## config.mk

```make
export PLATFORM = sky130hd
export DESIGN_NAME = seg7_scan_driver
export DESIGN_NICKNAME = d
export VERILOG_FILES = /design/src/rtl/seg7_scan_driver.sv
export SDC_FILE = /design/constraint.sdc
export NUM_CORES = 1
export LEC_CHECK = 0
export CAP_MARGIN = 20
export CORE_MARGIN = 1.5
export CORE_UTILIZATION = 40
export DETAILED_ROUTE_END_ITERATION = 10
export MAX_ROUTING_LAYER = met4
export SLEW_MARGIN = 25
export SYNTH_ARGS = -nofsm -noshare
export SYNTH_HDL_FRONTEND = slang
export SYNTH_SLANG_ARGS = --single-unit
```

## constraint.sdc

```tcl
create_clock -name clk -period 2.7 [get_ports clk]
set_input_delay 0.675 -clock clk [delete_from_list [all_inputs] [get_ports clk]]
set_output_delay 0.675 -clock clk [all_outputs]
set_load 0.05 [all_outputs]
```

## src/rtl/seg7_scan_driver.sv

```systemverilog
`timescale 1ns/1ps
`default_nettype none
// ============================================================================
// Module   : seg7_scan_driver
// Brief    : Time-multiplexed 7-segment scanner with frame-synchronous loading,
//            leading-zero blanking and per-slot anode dead time.
// Revision : 1.0 - initial release
// ============================================================================
module seg7_scan_driver #(
  parameter int NUM_DIGITS = 4,
  parameter int CLK_DIV    = 50000,
  parameter int HEX_MODE   = 1
) (
  input  logic                      clk,
  input  logic                      rst,
  input  logic                      enable,
  input  logic                      load,
  input  logic [4*NUM_DIGITS-1:0]   digits_in,
  input  logic [NUM_DIGITS-1:0]     dp_in,
  input  logic                      lz_blank,
  output logic [0:6]                seg_out,
  output logic                      dp_out,
  output logic [NUM_DIGITS-1:0]     an_out,
  output logic                      frame_done
);

  localparam int c_div_w = $clog2(CLK_DIV);
  localparam int c_idx_w = (NUM_DIGITS > 1) ? $clog2(NUM_DIGITS) : 1;
  localparam logic [c_div_w-1:0]    c_div_last = c_div_w'(CLK_DIV - 1);
  localparam logic [c_idx_w-1:0]    c_idx_last = c_idx_w'(NUM_DIGITS - 1);
  localparam logic [NUM_DIGITS-1:0] c_an_one   = NUM_DIGITS'(1);

  logic [c_div_w-1:0]      div_q, div_d;
  logic [c_idx_w-1:0]      idx_q, idx_d;
  logic [4*NUM_DIGITS-1:0] act_dig_q, act_dig_d;
  logic [NUM_DIGITS-1:0]   act_dp_q, act_dp_d;
  logic [4*NUM_DIGITS-1:0] pend_dig_q, pend_dig_d;
  logic [NUM_DIGITS-1:0]   pend_dp_q, pend_dp_d;
  logic                    pend_vld_q, pend_vld_d;
  logic [0:6]              seg_q, seg_d;
  logic                    dpo_q, dpo_d;
  logic [NUM_DIGITS-1:0]   an_q, an_d;
  logic                    fd_q, fd_d;

  logic                    w_slot_end;
  logic                    w_wrap;
  logic [4*NUM_DIGITS-1:0] w_shifted;
  logic [3:0]              w_cur_nib;
  logic                    w_upper_zero;

  function automatic logic [0:6] f_seg(input logic [3:0] nib);
    logic [0:6] seg;
    case (nib)
      4'h0:    seg = 7'b0000001;
      4'h1:    seg = 7'b1001111;
      4'h2:    seg = 7'b0010010;
      4'h3:    seg = 7'b0000110;
      4'h4:    seg = 7'b1001100;
      4'h5:    seg = 7'b0100100;
      4'h6:    seg = 7'b0100000;
      4'h7:    seg = 7'b0001111;
      4'h8:    seg = 7'b0000000;
      4'h9:    seg = 7'b0000100;
      4'hA:    seg = 7'b0001000;
      4'hB:    seg = 7'b1100000;
      4'hC:    seg = 7'b0110001;
      4'hD:    seg = 7'b1000010;
      4'hE:    seg = 7'b0110000;
      default: seg = 7'b0111000;
    endcase
    if (HEX_MODE == 0 && nib > 4'd9) seg = 7'b1111110;
    return seg;
  endfunction

  assign w_slot_end   = (div_q == c_div_last);
  assign w_wrap       = w_slot_end && (idx_q == c_idx_last);
  // Digits at and above the current index, shifted down to bit 0.
  assign w_shifted    = act_dig_q >> {idx_q, 2'b00};
  assign w_cur_nib    = w_shifted[3:0];
  assign w_upper_zero = (w_shifted == '0);

  always_comb begin
    div_d      = w_slot_end ? '0 : div_q + c_div_w'(1);
    idx_d      = idx_q;
    act_dig_d  = act_dig_q;
    act_dp_d   = act_dp_q;
    pend_dig_d = pend_dig_q;
    pend_dp_d  = pend_dp_q;
    pend_vld_d = pend_vld_q;
    if (w_slot_end) begin
      idx_d = (idx_q == c_idx_last) ? '0 : idx_q + c_idx_w'(1);
    end
    // Transfer uses the pre-edge valid flag, so a load in the wrap cycle waits a frame.
    if (w_wrap && pend_vld_q) begin
      act_dig_d  = pend_dig_q;
      act_dp_d   = pend_dp_q;
      pend_vld_d = 1'b0;
    end
    if (load) begin
      pend_dig_d = digits_in;
      pend_dp_d  = dp_in;
      pend_vld_d = 1'b1;
    end
  end

  always_comb begin
    seg_d = f_seg(w_cur_nib);
    if (lz_blank && (idx_q != '0) && w_upper_zero) seg_d = '1;
    dpo_d = ~act_dp_q[idx_q];
    an_d  = '1;
    if (enable && (div_q != '0)) an_d = ~(c_an_one << idx_q);
    fd_d  = w_wrap;
  end

  always_ff @(posedge clk) begin
    if (rst) begin
      div_q      <= '0;
      idx_q      <= '0;
      act_dig_q  <= '0;
      act_dp_q   <= '0;
      pend_dig_q <= '0;
      pend_dp_q  <= '0;
      pend_vld_q <= 1'b0;
      seg_q      <= '1;
      dpo_q      <= 1'b1;
      an_q       <= '1;
      fd_q       <= 1'b0;
    end else begin
      div_q      <= div_d;
      idx_q      <= idx_d;
      act_dig_q  <= act_dig_d;
      act_dp_q   <= act_dp_d;
      pend_dig_q <= pend_dig_d;
      pend_dp_q  <= pend_dp_d;
      pend_vld_q <= pend_vld_d;
      seg_q      <= seg_d;
      dpo_q      <= dpo_d;
      an_q       <= an_d;
      fd_q       <= fd_d;
    end
  end

  assign seg_out    = seg_q;
  assign dp_out     = dpo_q;
  assign an_out     = an_q;
  assign frame_done = fd_q;

endmodule
`default_nettype wire

```

# Word level (Yosys, flattened, before mapping)
# Memory sizes are Yosys's and may differ from the RTL's. A register that Yosys moved wholly into a read port is not among the register bits.
# Index checks and enable logic that the tools add are counted.
# Widths: inputs -> output; s select.
dict set report classes {
  add_sub_neg 2
  order_cmp 1
  n_eq_ne 2
  n_shift 2
  n_mux 5
  n_bitwise 3
  reduce_logical 12
}
# operator count
set ops {}
lappend ops {{$add 16x1->16 const B} 1}
lappend ops {{$eq 16x16->1 const B} 1}
lappend ops {{$logic_not 16->1} 1}
lappend ops {{$reduce_bool 16->1} 1}
lappend ops {{$shr 16x4->16} 1}
lappend ops {{$reduce_or 2->1} 3}
lappend ops {{$logic_and 1x1->1} 5}
lappend ops {{$not 4->4} 1}
lappend ops {{$reduce_bool 2->1} 2}
lappend ops {{$shl 1x2->4 const A} 1}
lappend ops {{$lt 2x3->1 const B} 1}
lappend ops {{$mux 1} 3}
lappend ops {{$add 2x1->2 const B} 1}
lappend ops {{$bmux 1 s2} 1}
lappend ops {{$eq 2x2->1 const B} 1}
lappend ops {{$mux 2} 1}
lappend ops {{$not 1->1} 2}
dict set report word_totals {
  ff_bits 65
  romBits 112
  word_cells 38
  mem_count 1
}
# name words width rd rd_ports_with_merged_regs wr line_no
set memory_table {}
lappend memory_table {{(name not given)} 16 7 1 1 0 53} ;# case (nib)

# Depth between registers and ports, before layout
dict set report depth {
  ltp_word 5
  mapped_depth 9
}

# Worst setup path after synthesis
# Ideal clock, no wire load.
dict set report synth_timing {
  kind {flip-flop to flip-flop}
  from {reg idx_q[0]}
  to {reg seg_q, in the netlist seg_out[2]}
  t_arrival_ns 1.959
  required_ns 2.621
  setup_slack_ns 0.662
  stages_incl_launch_ff 9
  n_path_buf 1
  cell_sequence {dfxtp_1 > buf_2 > mux4_2 > inv_1 > ha_1 > nand2_1 > nor4_1 > a31oi_1 > o211ai_1}
}
dict set report synth_between {
  elab_chain_len 4
  elab_cells_between_ends 6
}
# element line_no
set synth_rtl {}
lappend synth_rtl {{start: declaration} 34} ;# logic [c_idx_w-1:0] idx_q, idx_d;
lappend synth_rtl {{start signal: assignment} 130} ;# idx_q <= idx_d;
lappend synth_rtl {{$shr 16x4->16 or $reduce_bool 2->1 (tied branches)} {78, 108}}
lappend synth_rtl {{$logic_not 16->1 or $logic_and 1x1->1 (tied branches)} {80, 108}}
lappend synth_rtl {{$logic_and 1x1->1} 108} ;# if (lz_blank && (idx_q != '0) && w_upper_zero) seg_d = '1;
lappend synth_rtl {{$reduce_or 2->1 (no source line)} -}
lappend synth_rtl {{end: declaration} 40} ;# logic [0:6] seg_q, seg_d;
# Parallel ways exist; a longest one is shown, timed or not.
# A chain may end at the register's enable or synchronous reset.

# Worst setup path in the final report
dict set report layout_timing {
  from {reg div_q[13]}
  to {reg act_dig_q[13]}
}
dict set report layout_between {
  elab_chain_len 3
}
# element line_no
set layout_rtl {}
lappend layout_rtl {{start: declaration} 33} ;# logic [c_div_w-1:0] div_q, div_d;
lappend layout_rtl {{start signal: assignment} 129} ;# div_q <= div_d;
lappend layout_rtl {{$eq 16x16->1} 75} ;# assign w_slot_end = (div_q == c_div_last);
lappend layout_rtl {{$logic_and 1x1->1} 76} ;# assign w_wrap = w_slot_end && (idx_q == c_idx_last);
lappend layout_rtl {{$logic_and 1x1->1} 94} ;# if (w_wrap && pend_vld_q) begin
lappend layout_rtl {{end signal: assignment} 131} ;# act_dig_q <= act_dig_d;
lappend layout_rtl {{end: declaration} 35} ;# logic [4*NUM_DIGITS-1:0] act_dig_q, act_dig_d;
# Every way passes these cells.

==> flow_metrics.tcl <==
set metrics [dict create \
    worst_skew_pair.late_latency_ps 350 \
    multi_input_area_um2 1590 \
    hp-start "pend_dp_q[0]" \
    vias 2483 \
    p_clk_frac 0.433 \
    dieArea_um2 8510 \
    pwr-share-comb 0.063 \
    crit_path_end_kind "flop" \
    clock_path_buffers 2 \
    antenna_left 0 \
    max_slew_margin 0.530 \
    post_drt_wl_per_cell_um 13.3 \
    tightest_slew_ps 705 \
    critical_path_class "reg2reg" \
    ys_seq_area_frac 0.453 \
    p_sw_frac 0.223 \
    synth_ff_type "dfxtp_1" \
    grt-ovfl-total 0 \
    finalWirelength_um 6450 \
    rr_worst_depth 5 \
    maxCapViolCount 0 \
    die_w_um 92.2 \
    regArea_um2 1440 \
    nFillCells 734 \
    slew_violations 0 \
    min_path_type "reg2reg" \
    drt-vias-per-instance 5.13 \
    core_area_um2 7730 \
    row_count 32 \
    root_buffer "clkbuf_8" \
    r2r-start "div_q[13]" \
    synthToLayoutAreaGrowth_pct 20.3 \
    whs_path_depth 2 \
    min_to "act_dp_q[0]" \
    outcome "finished clean" \
    start_util 0.412 \
    cts_setup_buffers 0 \
    p_seq_frac 0.504 \
    peakVddDrop_uv 345 \
    ys_types 40 \
    period_minus_slack_ps 2280 \
    fmaxAchievable_mhz 439 \
    place_inst 468 \
    antenna_found_initial 0 \
    worstReg2RegEnd "act_dig_q[13]" \
    internal-power_uw 1700 \
    grt_pass1_vias 2309 \
    setup_viol 0 \
    cp-start-kind "flop" \
    finalWorstSetupSlack_ps 420 \
    cts.clk_slew.worst_paths_ps 70 \
    drc_errors 0 \
    totalPowerFinal_uw 2190 \
    syn_inst 347 \
    final.setup.tns_ps 0 \
    grtUsageTotal 0.167 \
    post-route-period-util 0.844 \
    yosys_warnings 0 \
    fin_skew_ps 11.0 \
    globalplace.congestion 0.869 \
    async_flop_share 0 \
    cp.arrival_ps 2490 \
    hold_viol 0 \
    p_per_area_nw_per_um2 572 \
    layout.nets 413 \
    avgSynthCellArea_um2 9.18 \
    cp.required_ps 2910 \
    diodes 0 \
    rsz0062_at_grt "no" \
    ys_seq_elements 72 \
    port_buffers 37 \
    grt_pass1_wl_um 11100 \
    rrSetupSlack_ps 420 \
    synth-edff-count 0 \
    net-switching-power_uw 489 \
    drt_iter0_drc 69 \
    crit_path_max_fanout 16 \
    ctsHoldBuffers 0 \
    numCtsBuffers 9 \
    ctsResizeCount 0 \
    pre_cts_ws_ps 420 \
    num_io_pins 38 \
    cts.sinks 72 \
    postLayoutCoreUtil 0.496 \
    syn-num-nets 383 \
    netlist_area_um2 3180 \
    fin_cells 484 \
    grt_max_degree 47 \
    p_leak_uw 0.00141 \
    htree_levels 3 \
    cts_tree "built" \
    drt-pass1-iter-count 4 \
    drive_above_1_share 0.0785 \
    die_height_um 92.2 \
    dpl.hpwl_um 4430 \
]
[area by class of cell]
class | count | share of cell area
clock buffers | 11 | 0.0369
multi-input cells | 240 | 0.414
well taps | 102 | 0.0333
inverters | 12 | 0.0118
clock inverters | 5 | 0.0209
repair buffers | 42 | 0.106
flip-flops and latches | 72 | 0.376
[state kept, by name, summed over array words and instances (netlist names)]
register and flops:
pend_vld_q 1, dp_out 1, an_out 4, frame_done 1, seg_out 7, pend_dig_q 16, act_dig_q 16, act_dp_q 4
pend_dp_q 4, div_q 16, idx_q 2
[layer usage]
| metal | wire length [um] | vias to the layer above | global-route usage |
|---|---|---|---|
| met5 | 0 | - | - |
| met2 | 2740 | 42 | 0.239 |
| met3 | 197 | 8 | 0.0274 |
| met1 | 3420 | 1145 | 0.230 |
| met4 | 91 | 0 | 0.0782 |
| li1 | - | 1288 | - |
[cell usage in the layout (no fill, tap or decap), drive strengths merged, types with 6 or more instances in the layout]
cell           synthesis  layout
nand4                  6       6
inv                   12      12
a21oi                 28      28
clkbuf                12      11
dfxtp                 72      72
nand2                 17      17
ha                    11      11
or4                    7       7
nand3                 31      31
o21ai                 26      26
xor2                   8       8
nor2                  37      37
mux2i                 25      25
clkdlybuf4s50          0      37
[how the worst max path moves through the flow]
stage	startpoint	end	slack (ps)	cells past startpoint
floorplan	idx_q[0]	seg_out[2]	660	8
CTS	div_q[13]	act_dig_q[13]	420	5
finish	div_q[13]	act_dig_q[13]	420	5
global route	idx_q[0]	seg_out[4]	190	7
global placement	div_q[13]	act_dig_q[10]	450	5
detailed placement	div_q[13]	act_dig_q[13]	420	5
[power by group through the flow]
stage	Clock, uW	Sequential (uW)	Combinational [uW]
finish	948	1110	139
floorplan	0	1150	63.0
detailed placement	0	1130	140
global placement	0	1130	138
global route	1010	1110	151
CTS	967	1110	141
[synthesized netlist by cell type (5+ instances only)]
library cell	n	area, um2
nand4_1	6	37.5
mux4_2	5	113
a21oi_1	28	140
o21ai_1	17	85.1
dfxtp_1	72	1440
mux2i_1	25	250
nand3_1	31	155
clkbuf_1	12	45.0
xnor2_1	5	43.8
inv_1	12	45.0
nor2_1	37	139
xor2_1	8	70.1
or4_1	6	45.0
nand2_1	17	63.8
ha_1	11	138
o21ai_0	9	45.0
[kinds of logic after synthesis]
kind of cell,share of synthesized area
xor+xnor,0.0358
fa+ha+maj,0.0432
compound gates,0.113
simple gates,0.185
flops,0.453
buf+inv,0.0487
mux,0.121
[per-stage QoR]
step | hold slack, ps | cell area (um2)
3_3_place_gp | 456 | 3610
5_1_grt | 493 | 3830
6_report | 467 | 3830
2_1_floorplan | 437 | 3180
3_5_place_dp | 458 | 3610
4_1_cts | 473 | 3830
[critical path, cell delays in order (launching register included)]
cell,delay (ps)
dfxtp_1,350
or4_4,560
or4_1,730
buf_4,280
o21ai_1,140
a21oi_1,90
Note: power is estimated with default switching activity, not from simulation.
